<file path="config.mk">
export PLATFORM = sky130hd
export DESIGN_NAME = gate_bist_ctrl
export DESIGN_NICKNAME = d
export VERILOG_FILES = /design/src/rtl/gate_bist_ctrl.sv
export SDC_FILE = /design/constraint.sdc
export NUM_CORES = 1
export LEC_CHECK = 0
export CAP_MARGIN = 5
export CORE_MARGIN = 3
export CORE_UTILIZATION = 59
export CTS_BUF_LIST = sky130_fd_sc_hd__clkbuf_4 sky130_fd_sc_hd__clkbuf_8
export DETAILED_ROUTE_END_ITERATION = 8
export PLACE_DENSITY = 0.88
export SLEW_MARGIN = 20
export SYNTH_ARGS = -nofsm -noshare
export SYNTH_HDL_FRONTEND = slang
export SYNTH_SLANG_ARGS = --single-unit
</file>
<file path="constraint.sdc">
create_clock -name clk -period 8.5 [get_ports clk]
set_input_delay 2.125 -clock clk [delete_from_list [all_inputs] [get_ports clk]]
set_output_delay 2.125 -clock clk [all_outputs]
set_load 0.02 [all_outputs]
</file>
<file path="src/rtl/gate_bist_ctrl.sv">
// Built-in self-test sequencer for the two-input basic-gate block: sweeps a/b
// through all four combinations, checks seven gate outputs, reports a verdict.
module gate_bist_ctrl #(
    parameter int unsigned SETTLE_CYCLES = 2,
    parameter int unsigned PASSES        = 1
) (
    input  logic       clk,
    input  logic       rst_n,
    input  logic       start,
    input  logic       abort,
    output logic       dut_a,
    output logic       dut_b,
    input  logic       dut_and,
    input  logic       dut_or,
    input  logic       dut_not_a,
    input  logic       dut_nand,
    input  logic       dut_nor,
    input  logic       dut_xor,
    input  logic       dut_xnor,
    output logic       busy,
    output logic       done,
    output logic       pass,
    output logic [6:0] fail_vec,
    output logic [3:0] err_cnt,
    output logic [1:0] vec_idx
);

    typedef enum logic [2:0] {
        IDLE,
        APPLY,
        SETTLE,
        CHECK,
        DONE
    } state_t;

    localparam logic [3:0] SETTLE_LOAD = 4'(SETTLE_CYCLES - 1);
    localparam logic [3:0] PASS_LAST   = 4'(PASSES - 1);

    state_t     state;
    state_t     state_next;
    logic [3:0] settle_cnt;
    logic [3:0] pass_cnt;
    logic [6:0] sampled;
    logic [6:0] expected;
    logic [6:0] mismatch;
    logic [6:0] fail_upd;
    logic [2:0] mismatch_cnt;
    logic [4:0] err_sum;
    logic [3:0] err_sat;
    logic [1:0] vec_next;
    logic       last_vec;
    logic       in_run;
    logic       abort_run;

    always_comb begin
        sampled  = {dut_xnor, dut_xor, dut_nor, dut_nand, dut_not_a, dut_or, dut_and};
        expected = {~(dut_a ^ dut_b), dut_a ^ dut_b, ~(dut_a | dut_b), ~(dut_a & dut_b),
                    ~dut_a, dut_a | dut_b, dut_a & dut_b};
        mismatch = sampled ^ expected;
        fail_upd = fail_vec | mismatch;
        mismatch_cnt = 3'd0;
        for (int i = 0; i < 7; i++) begin
            mismatch_cnt = mismatch_cnt + {2'b00, mismatch[i]};
        end
        err_sum   = {1'b0, err_cnt} + {2'b00, mismatch_cnt};
        err_sat   = (err_sum > 5'd15) ? 4'hF : err_sum[3:0];
        vec_next  = vec_idx + 2'd1;
        last_vec  = (vec_idx == 2'd3) && (pass_cnt == PASS_LAST);
        in_run    = (state == APPLY) || (state == SETTLE) || (state == CHECK);
        abort_run = in_run && abort;
    end

    always_ff @(posedge clk or negedge rst_n) begin
        if (!rst_n) begin
            state <= IDLE;
        end else begin
            state <= state_next;
        end
    end

    always_comb begin
        state_next = state;
        case (state)
            IDLE:    if (start && !abort) state_next = APPLY;
            APPLY:   state_next = abort ? IDLE : SETTLE;
            SETTLE:  if (abort) state_next = IDLE;
                     else if (settle_cnt == 4'd0) state_next = CHECK;
            CHECK:   if (abort) state_next = IDLE;
                     else state_next = last_vec ? DONE : APPLY;
            DONE:    state_next = IDLE;
            default: state_next = IDLE;
        endcase
    end

    // The gate drive is loaded as APPLY is entered so that it always matches
    // vec_idx for the whole vector; an aborted CHECK leaves the flags untouched.
    always_ff @(posedge clk or negedge rst_n) begin
        if (!rst_n) begin
            busy       <= 1'b0;
            done       <= 1'b0;
            pass       <= 1'b0;
            fail_vec   <= 7'd0;
            err_cnt    <= 4'd0;
            vec_idx    <= 2'd0;
            dut_a      <= 1'b0;
            dut_b      <= 1'b0;
            settle_cnt <= 4'd0;
            pass_cnt   <= 4'd0;
        end else begin
            busy <= (state_next == APPLY) || (state_next == SETTLE) || (state_next == CHECK);
            done <= (state_next == DONE);
            if (abort_run) begin
                dut_a   <= 1'b0;
                dut_b   <= 1'b0;
                vec_idx <= 2'd0;
                pass    <= 1'b0;
            end else begin
                case (state)
                    IDLE: begin
                        if (start && !abort) begin
                            fail_vec <= 7'd0;
                            err_cnt  <= 4'd0;
                            pass     <= 1'b0;
                            vec_idx  <= 2'd0;
                            pass_cnt <= 4'd0;
                            dut_a    <= 1'b0;
                            dut_b    <= 1'b0;
                        end
                    end
                    APPLY: settle_cnt <= SETTLE_LOAD;
                    SETTLE: begin
                        if (settle_cnt != 4'd0) settle_cnt <= settle_cnt - 4'd1;
                    end
                    CHECK: begin
                        fail_vec <= fail_upd;
                        err_cnt  <= err_sat;
                        if (last_vec) begin
                            pass <= (fail_upd == 7'd0);
                        end else begin
                            vec_idx <= vec_next;
                            dut_a   <= vec_next[1];
                            dut_b   <= vec_next[0];
                            if (vec_idx == 2'd3) pass_cnt <= pass_cnt + 4'd1;
                        end
                    end
                    default: ;
                endcase
            end
        end
    end

endmodule

</file>
# [Yosys cells after proc, flatten, opt, wreduce, memory -nomap -nowiden]
# Index checks and enable logic that the tools add are counted.
[totals] register_bits=29 output_inout_bits=18 word_cells=99
[op_classes] add_sub_neg=10 order_cmp=1 n_eq_ne=15 n_mux=31 bitwise_logic=10 reduce_logical=21
[op_table] op="$pmux W4 S2" n=3
[op_table] op="$mux W4" n=5
[op_table] op="$mux W3" n=5
[op_table] op="$pmux W7 S2" n=1
[op_table] op="$add A3 B1 Y3" n=4
[op_table] op="$eq A3 B2 Y1 const B" n=4
[op_table] op="$pmux W3 S4" n=1
[op_table] op="$reduce_and A3 Y1" n=4
[op_table] op="$ne A3 B3 Y1 const B" n=3
[op_table] op="$logic_not A4 Y1" n=2
[op_table] op="$mux W2" n=4
[op_table] op="$logic_not A7 Y1" n=1
[op_table] op="$mux W1" n=7
[op_table] op="$mux W7" n=1
[op_table] op="$or A7 B7 Y7" n=1
[op_table] op="$xor A7 B7 Y7" n=1
[op_table] op="$eq A3 B1 Y1 const B" n=2
[op_table] op="$ne A2 B2 Y1 const B" n=3
[op_table] op="$pmux W1 S2" n=3
[op_table] op="$add A4 B3 Y5" n=1
[op_table] op="$gt A5 B4 Y1 const B" n=1
[op_table] op="$not A1 Y1" n=5
[op_table] op="$reduce_and A5 Y1" n=1
[op_table] op="$add A4 B1 Y4 const B" n=1
[op_table] op="18 further kinds" n=24

# [Depth between registers and ports, before layout]
# Gate-level depths: netlist (run 1).
[depth] word_depth=13 mapped_depth=15

# [Least setup slack after synthesis (run 1)]
# Ideal clock, no wire load.
[synth_path] path_kind="input -> register" start="input dut_not_a" end="register err_cnt[0]" setup_time_ns=0.138 arrival_time_ns=5.121 required_ns=8.362 path_slack_ns=3.242 stages=14 cell_sequence="xnor2_1 > inv_1 > fa_1 > inv_1 > fa_1 > inv_1 > fa_1 > inv_1 > ha_1 > fa_1 > a21o_1 > a21o_1 > o21ai_0 > o21ai_0"
[synth_between] elab_chain_cells=10
[synth_lines] item="start, declared" line_no="15" rtl="input logic dut_not_a,"
[synth_lines] item="$xor A7 B7 Y7 *" line_no="59" rtl="mismatch = sampled ^ expected;"
[synth_lines] item="$add A2 B1 Y3 *" line_no="63" rtl="mismatch_cnt = mismatch_cnt + {2'b00, mismatch[i]};"
[synth_lines] item="$add A3 B1 Y3 * (4 in series)" line_no="63"
[synth_lines] item="$add A4 B3 Y5 *" line_no="65" rtl="err_sum = {1'b0, err_cnt} + {2'b00, mismatch_cnt};"
[synth_lines] item="$gt A5 B4 Y1" line_no="66" rtl="err_sat = (err_sum > 5'd15) ? 4'hF : err_sum[3:0];"
[synth_lines] item="$mux W4 *" line_no="66"
[synth_lines] item="$pmux W4 S2 *" line_no="118" rtl="case (state)"
[synth_lines] item="end signal, assigned" line_no="136" rtl="err_cnt <= err_sat;"
[synth_lines] item="end, declared" line_no="24" rtl="output logic [3:0] err_cnt,"
# Mark *: on every way between the ends. The rest lies on a longest branch, timed or not.
# A chain may end at the register's enable or synchronous reset.

# [Final worst setup path (run 1)]
[layout_path] start="input dut_not_a" end="register err_cnt[2]"
# The elaborated chain is that of the path after synthesis.

==> impl_metrics.env, run 1 <==
export IMPL_r2r_start="vec_idx[1]"
export IMPL_timing_final_crit_share_pct=67.3
export IMPL_core_mm2=0.00259
export IMPL_avgRoutedWirePerCell_um=16.1
export IMPL_required_ps=8720
export IMPL_place_congestion=0.942
export IMPL_endpoint_kind="register"
export IMPL_tns_ps=0
export IMPL_p_comb_share_pct=54.0
export IMPL_die_y_um=59.3
export IMPL_max_vdd_ir_drop_mv=0.276
export IMPL_timing_hold_ws_ps=500
export IMPL_synth_top_flop_cell="dfrtp_1"
export IMPL_hold_end="settle_cnt[0]"
export IMPL_drtIter0Drc=68
export IMPL_cap_violations=0
export IMPL_post_route_util_pct=77.2
export IMPL_grt_setup_unrepaired="false"
export IMPL_drive_above_1_share_pct=6.00
export IMPL_postSynth_asyncResetShare_pct=100
export IMPL_p_leak_nw=0.953
export IMPL_p_seq_share_pct=34.9
export IMPL_syn_num_nets=201
export IMPL_fin_worst_skew_ps=2.33
export IMPL_p_switching_mw=0.218
export IMPL_cts_root_buf="clkbuf_4"
export IMPL_die_x_um=59.3
export IMPL_grt_pass1_vias=1395
export IMPL_ff2ff_setup_slack_ps=4290
export IMPL_clkPwrFrac_pct=11.1
export IMPL_criticalPathCategory="in2reg"
export IMPL_layout_common_cells="28 x clkdlybuf4s50_1, 27 x dfrtp_1, 19 x inv_1"
export IMPL_synthToLayoutAreaGrowth_pct=19.3
export IMPL_hp_start="settle_cnt[0]"
export IMPL_setup_viol=0
export IMPL_tightest_slew_ps=947
export IMPL_placementRows=18
export IMPL_tritoncts="done"
export IMPL_post_dp_cell_area_mm2=0.00197
export IMPL_r2r_end="err_cnt[2]"
export IMPL_drc=0
export IMPL_r2r_cells=15
export IMPL_fmax_mhz=175
export IMPL_cts_buffers=3
export IMPL_wl_um=3710
export IMPL_path_max_fanout=3
export IMPL_synth_warnings=0
export IMPL_drtAntennaViolNets=0
export IMPL_final_nets=230
export IMPL_synth_edf_count=0
export IMPL_cts_htree_levels=1
export IMPL_synth_cell_type_count=40
export IMPL_place_ws_ps=2450
export IMPL_syn_area_per_cell_um2=9.75
export IMPL_status="completed"
export IMPL_grt_max_degree=28
export IMPL_synth_area_mm2=0.00168
export IMPL_first_pass_iters=4
export IMPL_start_kind="input port"
export IMPL_mostFrequentLayoutCell="clkdlybuf4s50_1"
export IMPL_holdPathStages=1
export IMPL_start_util_pct=64.7
export IMPL_antenna_cells=0
export IMPL_p_int_mw=0.299
export IMPL_post_cts_buffers=0
export IMPL_sw_frac_of_total_pct=42.2
export IMPL_fin_area_mm2=0.00200
export IMPL_synth_seq_cells=27
export IMPL_ys_seq_area_share_pct=40.3
export IMPL_gr_total_overflow=0
export IMPL_fp_dieArea_mm2=0.00352
export IMPL_portBuffers=28
export IMPL_finalHoldViolations=0
export IMPL_num_io_pins=29
export IMPL_grt_usage_pct=23.0
export IMPL_period_minus_slack_ps=5720
export IMPL_insertion_delay_ps=330
export IMPL_antenna_found_initial=0
export IMPL_crit_arrival_ps=5940
export IMPL_vias=1424
export IMPL_ctsHoldBuffers=0
export IMPL_cts_sinks=27
export IMPL_hp_class="reg2reg"
export IMPL_dp_hpwl_um=2850
export IMPL_layout_setup_ws_ps=2780
export IMPL_clock_path_buffers=2
export IMPL_p_per_area_mw_per_mm2=258
export IMPL_cts_resized=0
export IMPL_maxSlewViolCount=0
export IMPL_clk_pin_slew_ps=150
export IMPL_synth_cells=172
export IMPL_viasPerCell=6.19
export IMPL_grt_pass1_wl_um=6110
export IMPL_slew_limit_headroom_pct=36.0
## cell usage after synthesis (2+ instances only)
master    count  area, um^2
buf_4         2        15.0
o221a_2       2        22.5
nand3_1       2        10.0
a21boi_0      2        15.0
nand2b_1      2        12.5
xor2_1        5        43.8
or4_1         4        30.0
nand2_1      10        37.5
fa_1          4        80.1
inv_1        19        71.3
a21oi_1      13        65.1
nor4_1        2        12.5
o41ai_1       2        17.5
xnor2_1       4        35.0
o31ai_1       4        30.0
nor2_1       15        56.3
ha_1         14         175
clkbuf_1      2        7.51
o21ai_0      12        60.1
or3_1         2        12.5
dfrtp_1      27         676
a21o_1        3        22.5
nor3_1        3        15.0
## how the worst max path moves through the flow
| stage | cells past startpoint | startpoint | slack [ps] | end |
|---|---|---|---|---|
| 2_1_floorplan | 14 | dut_not_a | 3240 | err_cnt[0] |
| 3_3_place_gp | 15 | dut_and | 2650 | err_cnt[2] |
| 3_5_place_dp | 15 | dut_not_a | 2450 | err_cnt[2] |
| 4_1_cts | 15 | dut_not_a | 2800 | err_cnt[2] |
| 5_1_grt | 15 | dut_and | 2640 | err_cnt[2] |
| 6_report | 15 | dut_not_a | 2780 | err_cnt[2] |
## power groups by stage
stage	sequential, mW	combinational, mW	clock (mW)
2_1_floorplan	0.200	0.161	0
3_3_place_gp	0.180	0.265	0
3_5_place_dp	0.182	0.277	0
4_1_cts	0.179	0.279	0.0569
5_1_grt	0.184	0.312	0.0615
6_report	0.180	0.279	0.0574
## flip-flops by register name (all words and copies together), names as in the netlist
name and cells:
busy 1, done 1, dut_b 1, err_cnt 4
fail_vec 7, pass 1, pass_cnt 4, settle_cnt 4
state 3, vec_idx 1
## cell families (layout without fill, tap and decap cells)
family / count (synthesis) / after routing / share of synthesized area [%]
compound gates: 44 / 44 / 16.7
simple gates: 50 / 50 / 16.8
buf+inv: 24 / 52 / 6.27
flops: 27 / 27 / 40.3
xor+xnor: 9 / 9 / 4.70
fa+ha+maj: 18 / 18 / 15.2
## through the flow
step / instances / power [mW]
floorplan: 172 / 0.361
global placement: 226 / 0.445
detailed placement: 226 / 0.459
CTS: 230 / 0.515
global route: 230 / 0.558
finish: 230 / 0.516
## area by class of cell
cell class                 count  area [um^2]
clock buffer                   3         22.5
inverter                      19         71.3
fill                         170          589
timing repair buffer          29          288
multi-input combinational    121          901
tap                           30         37.5
clock inverter                 1         5.00
sequential                    27          676
## per-layer routing
layer | routed length, um | GRT usage (%) | part of all wire (%)
met5 | 0 | 0 | 0
met4 | 52 | 10.4 | 1.4
met3 | 290 | 3.70 | 7.8
met1 | 1620 | 29.8 | 44
met2 | 1750 | 37.6 | 47
## worst max-delay path: stages
cell and delay (ps):
clkdlybuf4s50_1 430, xnor2_1 260, inv_1 110, fa_1 510, inv_1 50, fa_1 480
inv_1 50, fa_1 490, inv_1 40, ha_1 190, fa_1 420, a21o_1 190
a21o_1 180, o21ai_0 280, nand2_1 120
(Power assumes the default switching activity.)
==> run 2: changes to the inputs <==
Settings changed: CORE_UTILIZATION 59 to 54, PLACE_DENSITY 0.88 to 0.81.
Clock period 8.5 ns to 5.5 ns, I/O delays scaled along.
==> run 2 against run 1 <==
Register-to-register slack worse by 3000 ps. Via count is 2.5% lower. Critical path depth stayed put. Sequential power is 54% higher. Highest routed layer unchanged.
==> impl_metrics.env, run 2 (synthesis gave the netlist of run 1 again) <==
export IMPL_core_mm2=0.00285
export IMPL_period_minus_slack_ps=4920
export IMPL_layout_common_cells="28 x clkdlybuf4s50_1, 27 x dfrtp_1, 19 x inv_1"
export IMPL_crit_chain="clkdlybuf4s50_1, xor2_1, inv_1, fa_1, inv_1, fa_1, inv_1, fa_1, inv_1, ha_1, fa_1, a21o_1, a21o_1, o21ai_0, nand2_1"
export IMPL_r2r_cells=15
export IMPL_wl_um=3780
export IMPL_layout_setup_ws_ps=578
export IMPL_cts_root_buf="clkbuf_4"
export IMPL_fin_worst_skew_ps=2.72
export IMPL_crit_arrival_ps=5160
export IMPL_avgRoutedWirePerCell_um=16.3
export IMPL_largest_reg_flops=7
export IMPL_holdPathStages=1
export IMPL_fmax_mhz=203
export IMPL_dp_hpwl_um=3040
export IMPL_p_leak_nw=0.957
export IMPL_crit_buf_inv=5
export IMPL_critPathTopFamily="adder cells"
export IMPL_top_register="fail_vec"
export IMPL_crit_path_top_delay_cell="fa_1"
export IMPL_tritoncts="done"
export IMPL_use_met2_pct=37.4
export IMPL_hp_class="reg2reg"
export IMPL_path_max_fanout=3
export IMPL_cts_htree_levels=1
export IMPL_place_ws_ps=229
export IMPL_first_pass_iters=4
export IMPL_grt_setup_unrepaired="false"
export IMPL_finalHoldViolations=0
export IMPL_post_route_util_pct=70.4
export IMPL_endpoint_kind="register"
export IMPL_die_y_um=61.7
export IMPL_grt_max_degree=28
export IMPL_grt_pass1_vias=1400
export IMPL_mostFrequentLayoutCell="clkdlybuf4s50_1"
export IMPL_slowest_delay_ps=500
export IMPL_antenna_found_initial=0
export IMPL_sw_frac_of_total_pct=42.0
export IMPL_p_switching_mw=0.338
export IMPL_p_seq_share_pct=34.6
export IMPL_viasPerCell=5.98
export IMPL_timing_final_crit_share_pct=89.5
export IMPL_use_met1_pct=27.5
export IMPL_p_per_area_mw_per_mm2=401
export IMPL_start_kind="input port"
export IMPL_grt_pass1_wl_um=6150
export IMPL_max_vdd_ir_drop_mv=0.268
export IMPL_cp_num_cells=15
export IMPL_clkPwrFrac_pct=11.4
export IMPL_tightest_slew_ps=959
export IMPL_insertion_delay_ps=330
export IMPL_drtIter0Drc=63
export IMPL_cts_resized=0
export IMPL_vias=1388
export IMPL_gr_total_overflow=0
export IMPL_clock_path_buffers=2
export IMPL_cts_sinks=27
export IMPL_post_cts_buffers=0
export IMPL_cts_buffers=3
export IMPL_grt_usage_pct=22.0
export IMPL_die_x_um=61.7
export IMPL_p_comb_share_pct=54.0
export IMPL_final_nets=231
export IMPL_drive_above_1_share_pct=5.97
export IMPL_drc=0
export IMPL_tns_ps=0
export IMPL_drtAntennaViolNets=0
export IMPL_criticalPathCategory="in2reg"
export IMPL_fill_cells=228
export IMPL_setup_viol=0
export IMPL_placementRows=19
export IMPL_status="completed"
export IMPL_cap_violations=0
export IMPL_synthToLayoutAreaGrowth_pct=19.7
export IMPL_portBuffers=28
export IMPL_num_io_pins=29
export IMPL_maxSlewViolCount=0
export IMPL_p_int_mw=0.467
export IMPL_antenna_cells=0
export IMPL_ctsHoldBuffers=0
export IMPL_busiest_layer="met2"
export IMPL_clk_pin_slew_ps=140
export IMPL_required_ps=5730
export IMPL_slew_limit_headroom_pct=35.2
export IMPL_start_util_pct=58.8
export IMPL_grt_util_met3_pct=2.89
export IMPL_place_congestion=0.855
export IMPL_fp_dieArea_mm2=0.00381
run 2: power by group through the flow:
stage               sequential [mW]  clock [mW]  combinational [mW]
finish                        0.278      0.0918               0.435
global route                  0.286       0.104               0.485
CTS                           0.278      0.0932               0.436
detailed placement            0.282           0               0.434
global placement              0.279           0               0.408
floorplan                     0.309           0               0.250
run 2: path summary, 6_finish.rpt:
kind                                    start             to  slack, ps
min in group asynchronous               rst_n    fail_vec[3]       1380
max in group asynchronous               rst_n  settle_cnt[0]       3860
worst max register to register     vec_idx[1]     err_cnt[2]       1340
worst max-delay path                  dut_and     err_cnt[2]        580
worst min-delay path            settle_cnt[0]  settle_cnt[0]        520
worst min register to register  settle_cnt[0]  settle_cnt[0]        520
run 2: area by class of cell:
cell class,instances,area (um^2),share of cell area [%]
Sequential cell,27,676,33.7
Multi-Input combinational cell,121,896,44.6
Clock buffer,4,30.0,1.50
Timing Repair Buffer,30,295,14.7
Inverter,19,71.3,3.55
Tap cell,31,38.8,1.93
run 2: layer usage:
metal	part of all wire, %	vias to the layer above
li1	-	661
met3	2.4	11
met2	52	30
met5	0	-
met4	2.4	0
met1	43	686
run 2: stage by stage:
stage               instance area [um^2]  hold WS, ps  total power [mW]  cells
global route                        2010          558             0.874    232
CTS                                 2010          516             0.807    232
floorplan                           1680          454             0.558    172
global placement                    1980          485             0.687    228
finish                              2010          516             0.805    232
detailed placement                  1980          494             0.716    228
